File: config.mk
export PLATFORM = sky130hd
export DESIGN_NAME = uart_transmitter
export DESIGN_NICKNAME = d
export VERILOG_FILES = /design/src/rtl/uart_pkg.sv /design/src/rtl/uart_transmitter.sv
export SDC_FILE = /design/constraint.sdc
export NUM_CORES = 1
export LEC_CHECK = 0
export ABC_CLOCK_PERIOD_IN_PS = 1700
export CAP_MARGIN = 0
export CORE_ASPECT_RATIO = 1.75
export CORE_MARGIN = 2
export CORE_UTILIZATION = 30
export CTS_CLUSTER_SIZE = 30
export DETAILED_ROUTE_END_ITERATION = 12
export DONT_BUFFER_PORTS = 1
export GPL_TIMING_DRIVEN = 0
export SLEW_MARGIN = 20
export SYNTH_ARGS = -nofsm -noshare
export SYNTH_HDL_FRONTEND = slang
export SYNTH_SLANG_ARGS = --single-unit
File: constraint.sdc
create_clock -name clk -period 1.7 [get_ports clk]
set_input_delay 0.255 -clock clk [delete_from_list [all_inputs] [get_ports clk]]
set_output_delay 0.255 -clock clk [all_outputs]
set_load 0.01 [all_outputs]
File: src/rtl/uart_pkg.sv
// Shared UART definitions used by both the transmitter and the matching receiver.
//   uart_state_e   : frame FSM state encoding (IDLE=0, START=1, DATA=2, STOP=3, PARITY=4)
//   OVERSAMPLE_DEF : default br_tick pulses per serial bit
//   DATA_BITS_DEF  : default payload bits per frame
//   cnt_width()    : counter width for a modulo-n counter, never narrower than 1 bit
package uart_pkg;

    typedef enum logic [2:0] {
        StIdle   = 3'd0,
        StStart  = 3'd1,
        StData   = 3'd2,
        StStop   = 3'd3,
        StParity = 3'd4
    } uart_state_e;

    localparam int unsigned OVERSAMPLE_DEF = 16;
    localparam int unsigned DATA_BITS_DEF  = 8;

    function automatic int unsigned cnt_width(input int unsigned n);
        return (n > 1) ? $clog2(n) : 1;
    endfunction

endpackage

File: src/rtl/uart_transmitter.sv
// UART transmitter: serialises one DATA_BITS-wide word per request as
// start bit (0), data bits LSB first, optional even parity bit, stop bit (1).
// Each bit lasts OVERSAMPLE pulses of br_tick from the shared external baud_gen.
//
// Optional feature: define UART_TX_PARITY_EN to insert an even-parity bit
// between the last data bit and the stop bit. Without it the parity state and
// parity logic are not built and DATA goes straight to STOP.
//
// Ports:
//   clk      in   system clock, rising edge
//   reset    in   asynchronous, active-high reset
//   br_tick  in   one-clk oversample strobe
//   tx_start in   request to send tx_data (honoured only when idle)
//   tx_data  in   word to send, captured on acceptance
//   tx       out  serial line, registered, idle high
//   tx_busy  out  high from acceptance until the frame ends
//   tx_done  out  one-clk pulse on the final stop-bit tick
module uart_transmitter
    import uart_pkg::*;
#(
    parameter int unsigned OVERSAMPLE = OVERSAMPLE_DEF,
    parameter int unsigned DATA_BITS  = DATA_BITS_DEF
) (
    input  logic                 clk,
    input  logic                 reset,
    input  logic                 br_tick,
    input  logic                 tx_start,
    input  logic [DATA_BITS-1:0] tx_data,
    output logic                 tx,
    output logic                 tx_busy,
    output logic                 tx_done
);

    localparam int unsigned TickW = cnt_width(OVERSAMPLE);
    localparam int unsigned BitW  = cnt_width(DATA_BITS);
    localparam logic [TickW-1:0] TickLast = TickW'(OVERSAMPLE - 1);
    localparam logic [BitW-1:0]  BitLast  = BitW'(DATA_BITS - 1);

    uart_state_e          state_q, state_d;
    logic [TickW-1:0]     tick_q, tick_d;
    logic [BitW-1:0]      bit_q, bit_d;
    logic [DATA_BITS-1:0] shift_q, shift_d;
    logic [DATA_BITS-1:0] shift_nxt;
    logic                 tx_q, tx_d;
    logic                 busy_q, busy_d;
    logic                 done_q, done_d;
    logic                 bit_end;
`ifdef UART_TX_PARITY_EN
    logic                 par_q, par_d;
`endif

    // Last oversample tick of the current bit.
    assign bit_end   = br_tick && (tick_q == TickLast);
    assign shift_nxt = shift_q >> 1;

    always_comb begin
        state_d = state_q;
        tick_d  = tick_q;
        bit_d   = bit_q;
        shift_d = shift_q;
        tx_d    = tx_q;
        busy_d  = busy_q;
        done_d  = 1'b0;
`ifdef UART_TX_PARITY_EN
        par_d   = par_q;
`endif
        if (state_q != StIdle && br_tick) begin
            tick_d = bit_end ? '0 : tick_q + TickW'(1);
        end

        case (state_q)
            StIdle: begin
                // done_q still high means the frame ended on the previous edge;
                // a request in that cycle is deliberately not taken.
                if (tx_start && !done_q) begin
                    shift_d = tx_data;
`ifdef UART_TX_PARITY_EN
                    par_d   = ^tx_data;
`endif
                    state_d = StStart;
                    tick_d  = '0;
                    bit_d   = '0;
                    tx_d    = 1'b0;
                    busy_d  = 1'b1;
                end
            end
            StStart: begin
                if (bit_end) begin
                    state_d = StData;
                    tx_d    = shift_q[0];
                end
            end
            StData: begin
                if (bit_end) begin
                    if (bit_q == BitLast) begin
                        bit_d   = '0;
`ifdef UART_TX_PARITY_EN
                        state_d = StParity;
                        tx_d    = par_q;
`else
                        state_d = StStop;
                        tx_d    = 1'b1;
`endif
                    end else begin
                        bit_d   = bit_q + BitW'(1);
                        shift_d = shift_nxt;
                        tx_d    = shift_nxt[0];
                    end
                end
            end
`ifdef UART_TX_PARITY_EN
            StParity: begin
                if (bit_end) begin
                    state_d = StStop;
                    tx_d    = 1'b1;
                end
            end
`endif
            StStop: begin
                if (bit_end) begin
                    state_d = StIdle;
                    tx_d    = 1'b1;
                    busy_d  = 1'b0;
                    done_d  = 1'b1;
                end
            end
            default: begin
                state_d = StIdle;
                tick_d  = '0;
                bit_d   = '0;
                tx_d    = 1'b1;
                busy_d  = 1'b0;
            end
        endcase
    end

    always_ff @(posedge clk or posedge reset) begin
        if (reset) begin
            state_q <= StIdle;
            tick_q  <= '0;
            bit_q   <= '0;
            shift_q <= '0;
            tx_q    <= 1'b1;
            busy_q  <= 1'b0;
            done_q  <= 1'b0;
`ifdef UART_TX_PARITY_EN
            par_q   <= 1'b0;
`endif
        end else begin
            state_q <= state_d;
            tick_q  <= tick_d;
            bit_q   <= bit_d;
            shift_q <= shift_d;
            tx_q    <= tx_d;
            busy_q  <= busy_d;
            done_q  <= done_d;
`ifdef UART_TX_PARITY_EN
            par_q   <= par_d;
`endif
        end
    end

    assign tx      = tx_q;
    assign tx_busy = busy_q;
    assign tx_done = done_q;

endmodule

* Word-level counts from Yosys, hierarchy flattened
Cells that the tools add are included.
Storage, ports and cells: output and inout port bits 3, bits of input ports 12, register bits after elaboration 21
Cells by class: muxes and demuxes 29, reduce and logical (&&, ||, !) cells 15, add/sub/neg operators 2, equality and inequality tests 11, bitwise gates (word level) 2
Operators with widths (count):
- 3-bit 2-to-1 mux | 8
- 8-bit 2-to-1 mux | 3
- 8-bit one-hot mux with 2 select lines | 1
- 4-bit 2-to-1 mux | 3
- 2-bit != test (second input constant) | 6
- 3-bit one-hot mux with 4 select lines | 1
- 1-bit 2-to-1 mux | 9
- 3-bit one-hot mux with 3 select lines | 1
- 4-bit one-hot mux with 2 select lines | 1
- 4-bit AND reduction | 2
- 3-bit by 2-bit == test with 1-bit output (second input constant) | 2
- 3-bit AND reduction | 2
- 5-bit AND reduction | 1
- 4-bit by 1-bit adder with 4-bit output (second input constant) | 1
- 4-bit == test (second input constant) | 1
- 1-bit one-hot mux with 4 select lines | 1
- 2-bit OR reduction | 2
- 3-bit by 1-bit adder with 3-bit output (second input constant) | 1
- 3-bit by 1-bit == test with 1-bit output (second input constant) | 1
- 3-bit == test (second input constant) | 1
- 1-bit logical AND | 3
- 3-bit logical NOT | 1
- 1-bit one-hot mux with 3 select lines | 1
- 3-bit nonzero test | 1
- other kinds (4) | 5

* Depth between registers and ports, before layout
Gate-level depths: netlist of the first run.
depth in word-level cells 6, gate-level depth with buffers 8, mapped depth without buffers 6

* Worst setup path before layout of the first run
No wires, ideal clock.
path kind reg2reg, from reg bit_q[0], to reg shift_q[7], cell stages (with the launch flop) 7, path buffers 0, arrival 1.586 ns, setup time 0.122 ns, setup slack -0.007 ns, path through dfrtp_1 > ha_1 > ha_1 > and2_1 > a211oi_2 > nand2_1 > a32o_1
Between the ends: longest elaborated chain between the ends 3
RTL lines:
- from (decl) | line uart_transmitter.sv:41 | logic [BitW-1:0] bit_q, bit_d;
- from (signal assigned) | line uart_transmitter.sv:152 | bit_q <= bit_d;
- 3-bit == test | line uart_transmitter.sv:95 | if (bit_q == BitLast) begin
- 2-bit != test (no source line)
- 4-bit AND reduction (no source line)
- to (signal assigned) | line uart_transmitter.sv:153 | shift_q <= shift_d;
- to (decl) | line uart_transmitter.sv:42 | logic [DATA_BITS-1:0] shift_q, shift_d;
No other way between the ends. A chain may end at the register's enable or synchronous reset.

* Final worst setup path of the first run
from reg bit_q[0], to reg shift_q[5]
The elaborated chain is that of the path after synthesis.

==> impl_metrics.toml, run 1 <==
[placement]
dp_hpwl_microns = 1850
io_buffers = 0
post-place-ws_ps = -146
gp_congestion = 0.767
placed_cells = 153

[setup_path]
r2r_start = "bit_q[0]"
cp.arrival_ps = 1920
ff2ff_path_depth = 6
rr_endpoint = "shift_q[5]"
crit_chain = "ha_2 > ha_4 > and2_4 > a2111o_1 > o22ai_1 > a21oi_1"
start_kind = "register"
critPathMaxStageDelay_ps = 500
cpMaxStageDelayCell = "a2111o_1"
r2r_slack_ps = -80
end_kind = "register"
worstSetupStartpoint = "bit_q[0]"
required_ps = 1840
cp_max_fo = 6
crit_type = "reg2reg"
crit_end = "shift_q[5]"

[logic_synthesis]
yosysWarnings = 0
syn_inst = 107
ys_ff_latch = 20
synth_cell_type_count = 34
yosysTopAreaCell = "dfrtp_1"
avgSynthCellArea_sq_um = 10.2
synth_top_area_frac = 0.434
synth_area_leaders = "dfrtp_1 (43%), ha_1 (9.1%), o22ai_1 (6.8%), a21oi_1 (5.0%), mux2_2 (3.1%)"
synth_area_sq_um = 1100
syn_nets = 127
ys_seq_area_frac = 0.458

[outcome]
status = "finished with violations"
violations = "negative setup slack"

[flow_run]
maxCapViolations = 0

[grt]
overflow = 0
antenna_found_initial = 0
grt_usage = 0.132
grt_pass1_wl_microns = 4290
grt_max_degree = 21
grt_pass1_vias = 911

[clock_network]
htree_levels = 1
cts_tree = "done"
clock-root-buffer = "clkbuf_8"
cts_buffers = 3
insertion_delay_ps = 260
cts_buffer_depth = 2
clock_sinks = 20
clk_pin_slew_ps = 70

[floorplan]
die_h_microns = 84.0
core-area_sq_um = 3560
initial_core_util = 0.308
ios = 15
rows = 29
dieArea_sq_um = 4170
die_width_microns = 49.7

[finish]
fin_nets = 143
final_cells = 168
multi_input_area_sq_um = 633
final_util = 0.386
drive_gt1_frac = 0.352
final.fill_count = 375
areaGrowthSynthToFinish_pct = 25.3
seq_area_sq_um = 502
n_antenna_cell = 0

[power]
vdd_drop_max_mv = 0.664
total_power_mw = 2.35
p_leak_nw = 0.605
p_per_area_nw_per_um2 = 1710

[route]
wl_microns = 2630
dr.pass1.iters = 4
drtIter0Drc = 23
ant_nets = 0
wl_per_cell_microns = 15.7
num_vias = 906
drc = 0
vias_per_cell = 5.39

[timing]
min_period_over_period = 1.05
fin_skew_ps = 2.41
worstMarginPinSlew_ps = 780
slew_headroom = 0.480
post-route-min-period_ps = 1780
whs_ps = 27.1
setup_ws_ps = -78.5
setup_violations = 6
fmax_ghz = 0.562
hold_viol_final = 0
drv_slew = 0
rsz0062_at_grt = "true"

[hold_path]
hp-class = "in2async"
-- critical path: cells and delay by family (launching register included) --
kind	cells	cell delay, ps
fa+ha+maj	2	350
compound gates	3	750
flops	1	390
simple gates	1	160
-- kinds of logic after synthesis --
group	count (synthesis)	share of synthesized area
AO/OA/AOI/OAI	39	0.232
AND/OR/NAND/NOR	26	0.136
flip-flops	20	0.458
buffers and inverters	9	0.0354
adder cells (fa/ha/maj)	8	0.0913
multiplexers	4	0.0400
XOR/XNOR	1	0.00799
-- registers in the layout, indices dropped and copies added (netlist names) --
name and flops:
bit_q 3, shift_q 8, state_q 2, tick_q 4
tx 1, tx_busy 1, tx_done 1
-- metrics by stage --
stage               cell area, sq um  setup TNS, ps
floorplan                       1100              0
global placement                1160           -623
detailed placement              1160           -964
CTS                             1260           -441
global route                    1370           -960
finish                          1370           -397
-- layer usage --
| layer | global-route usage | vias to the layer above | part of all wire |
|---|---|---|---|
| met3 | 0.0233 | 6 | 0.047 |
| met5 | 0 | - | 0 |
| met2 | 0.229 | 26 | 0.56 |
| met1 | 0.150 | 444 | 0.37 |
| li1 | - | 430 | - |
| met4 | 0.0682 | 0 | 0.023 |
-- layout make-up --
cell class                 count  share of cell area
buffer                         3              0.0173
clock buffer                   4              0.0328
inverter                       5              0.0137
multi-input combinational     78               0.461
sequential                    20               0.365
tap                           46              0.0419
timing repair buffer          12              0.0683
-- cells in the mapped netlist --
cell and instances:
a2111o_1 1, a211oi_1 1, a211oi_2 1, a21o_2 1, a21oi_1 11, a22o_1 3
a31oi_1 1, a32o_1 1, and2_1 2, and3_1 2, and3b_1 1, and4_2 1
buf_2 1, buf_4 1, clkbuf_1 2, dfrtp_1 19, dfstp_2 1, ha_1 8
inv_1 5, mux2_2 3, mux2i_1 1, nand2_1 6, nand2b_1 1, nand2b_4 1
nand4_1 1, nand4_2 1, nor2_1 7, nor3_1 2, o21ai_0 5, o221ai_1 1
o22ai_1 12, o31ai_1 1, or3_2 1, xnor2_1 1
-- what timing repair did --
item	in CTS	in global routing
resized for setup	5	18
pin swaps	6	9
hold buffers	0	0
setup buffers	5	7
endpoints found under the setup margin	10	16
-- cells in the final DEF, fill, tap and decap left out, types with 3 or more instances in the layout --
| cell type | n |
|---|---|
| o22ai_1 | 7 |
| nor2_1 | 6 |
| clkbuf_8 | 3 |
| a22o_1 | 3 |
| o21ai_0 | 4 |
| mux2_2 | 3 |
| buf_4 | 12 |
| nand2_1 | 6 |
| inv_1 | 3 |
| dfrtp_1 | 19 |
| ha_1 | 5 |
| o22ai_2 | 5 |
| a21oi_1 | 10 |
-- how the worst min path moves through the flow --
stage                     start  slack, ps  cells after the start          to
after floorplan           reset        220                      1    bit_q[0]
after global placement    reset        310                      1    bit_q[2]
after detailed placement  reset        330                      1    bit_q[0]
after CTS                 reset         40                      1  shift_q[2]
after global routing      reset        100                      1  shift_q[2]
final                     reset         30                      1    bit_q[0]
-- power by group --
group	switching [mW]	leakage (nW)	internal, mW
registers	0.166	0.242	0.655
logic	0.617	0.340	0.596
clock network	0.151	0.0228	0.167
(Power assumes the default switching activity.)
==> run 2, diff against run 1 <==
--- a/config.mk
+++ b/config.mk
@@ -14,6 +14,7 @@
 export DETAILED_ROUTE_END_ITERATION = 12
 export DONT_BUFFER_PORTS = 1
 export GPL_TIMING_DRIVEN = 0
+export PLACE_DENSITY = 0.49
 export SLEW_MARGIN = 20
 export SYNTH_ARGS = -nofsm -noshare
 export SYNTH_HDL_FRONTEND = slang
==> run 2 against run 1 <==
Largest cell class unchanged. Total power increased by 1.3%. Non-clock buffer count fell by 3. Highest routed layer unchanged. Final cell count shrank 1.8%. Critical path type unchanged. The run still ends with negative setup slack left.
==> impl_metrics.toml, run 2 (synthesis results as in run 1) <==
[outcome]
status = "finished with violations"
violations = "negative setup slack"

[timing]
whs_ps = 27.6
fmax_ghz = 0.573
min_period_over_period = 1.03
drv_slew = 0
setup_ws_ps = -44.8
slew_headroom = 0.460
fin_skew_ps = 2.84
worstMarginPinSlew_ps = 809
rsz0062_at_grt = "true"
post-route-min-period_ps = 1740
hold_viol_final = 0
setup_violations = 6

[route]
num_vias = 887
wl_microns = 2650
wl_per_cell_microns = 16.1
vias_per_cell = 5.38
ant_nets = 0
dr.pass1.iters = 4
drc = 0
drtIter0Drc = 24

[grt]
grt_pass1_wl_microns = 4000
antenna_found_initial = 0
grt_max_degree = 21
grt_usage = 0.128
grt_pass1_vias = 941
overflow = 0

[finish]
layout_commonest_cell = "dfrtp_1"
areaGrowthSynthToFinish_pct = 23.1
largest_reg_flops = 8
fin_nets = 140
final.fill_count = 395
final_util = 0.379
layout_common_cells = "dfrtp_1 (19), a21oi_1 (10), o22ai_1 (10)"
n_antenna_cell = 0
top_regs = "shift_q x8, tick_q x4, bit_q x3"
regMostFlops = "shift_q"
drive_gt1_frac = 0.311
final_cells = 165

[setup_path]
crit_buf_inv = 0
end_kind = "register"
cp_max_fo = 6
cpMaxStageDelayCell = "a2111o_1"
crit_chain = "ha_2 > ha_4 > and2_4 > a2111o_1 > o22ai_1 > a21oi_1"
cp.arrival_ps = 1890
crit_type = "reg2reg"
start_kind = "register"
critPathTopFamily = "compound AO/OA/AOI/OAI gates"
required_ps = 1850
critPathMaxStageDelay_ps = 460

[floorplan]
core-area_sq_um = 3560
rows = 29
die_h_microns = 84.0
dieArea_sq_um = 4170
initial_core_util = 0.308
ios = 15
die_width_microns = 49.7

[power]
vdd_drop_max_mv = 0.654
p_seq_frac = 0.340
p_int_mw = 1.44
power_frac_comb = 0.502
clockPowerShare = 0.158
p_sw_mw = 0.947
p_per_area_nw_per_um2 = 1770
p_leak_nw = 0.593
swShare = 0.397

[clock_network]
insertion_delay_ps = 260
htree_levels = 1
cts_tree = "done"
clk_pin_slew_ps = 80
clock-root-buffer = "clkbuf_8"
cts_buffers = 3
cts_buffer_depth = 2
clock_sinks = 20

[hold_path]
hp-class = "in2async"

[placement]
io_buffers = 0
gp_congestion = 0.749
placed_cells = 153
dp_hpwl_microns = 1910

[flow_run]
maxCapViolations = 0
==> run 2: through the flow <==
stage	TNS [ps]	worst slack [ps]	area (sq um)	power [mW]
global placement	-709	-107	1160	1.77
global route	-588	-97.9	1350	2.56
detailed placement	-992	-162	1160	1.81
CTS	-323	-53.6	1280	2.25
floorplan	0	48.1	1100	1.57
finish	-179	-44.8	1350	2.38
==> run 2: area by class of cell <==
cell class                 count  area [sq um]  share of cell area
buffer                         3          23.8              0.0176
multi-input combinational     78           623               0.462
tap                           46          57.6              0.0427
inverter                       5          18.8              0.0139
timing repair buffer           9          68.8              0.0510
sequential                    20           502               0.372
clock buffer                   4          55.1              0.0408
==> run 2: metal layers <==
metal,wire [microns],global-route usage,up-vias
met1,1000,0.112,433
met2,1460,0.240,19
met4,99,0.0934,0
met3,95,0.0287,9
li1,-,-,426
met5,0,0,-
==> run 2: power groups by stage <==
stage | Clock (mW) | Combinational (mW) | Sequential (mW)
floorplan | 0 | 0.791 | 0.783
global placement | 0 | 0.945 | 0.822
detailed placement | 0 | 0.979 | 0.831
CTS | 0.384 | 1.05 | 0.816
global route | 0.405 | 1.33 | 0.827
finish | 0.376 | 1.20 | 0.810
==> run 2: final timing paths <==
check | start | end | slack [ps] | cells past startpoint
worst max register to register | bit_q[1] | shift_q[2] | -40 | 6
worst max-delay path | bit_q[1] | shift_q[2] | -40 | 6
max in group asynchronous | reset | tick_q[3] | 1170 | 1
min in group clk | tx_data[7] | shift_q[7] | 160 | 1
worst min-delay path | reset | tick_q[0] | 30 | 1
worst min register to register | shift_q[7] | shift_q[7] | 510 | 1
==> run 2: repair_timing <==
item | CTS | global route
resized for setup | 10 | 8
pin swaps | 13 | 10
hold buffers | 0 | 0
endpoints found under the setup margin | 13 | 13
setup buffers | 4 | 4
gates cloned | 0 | 1
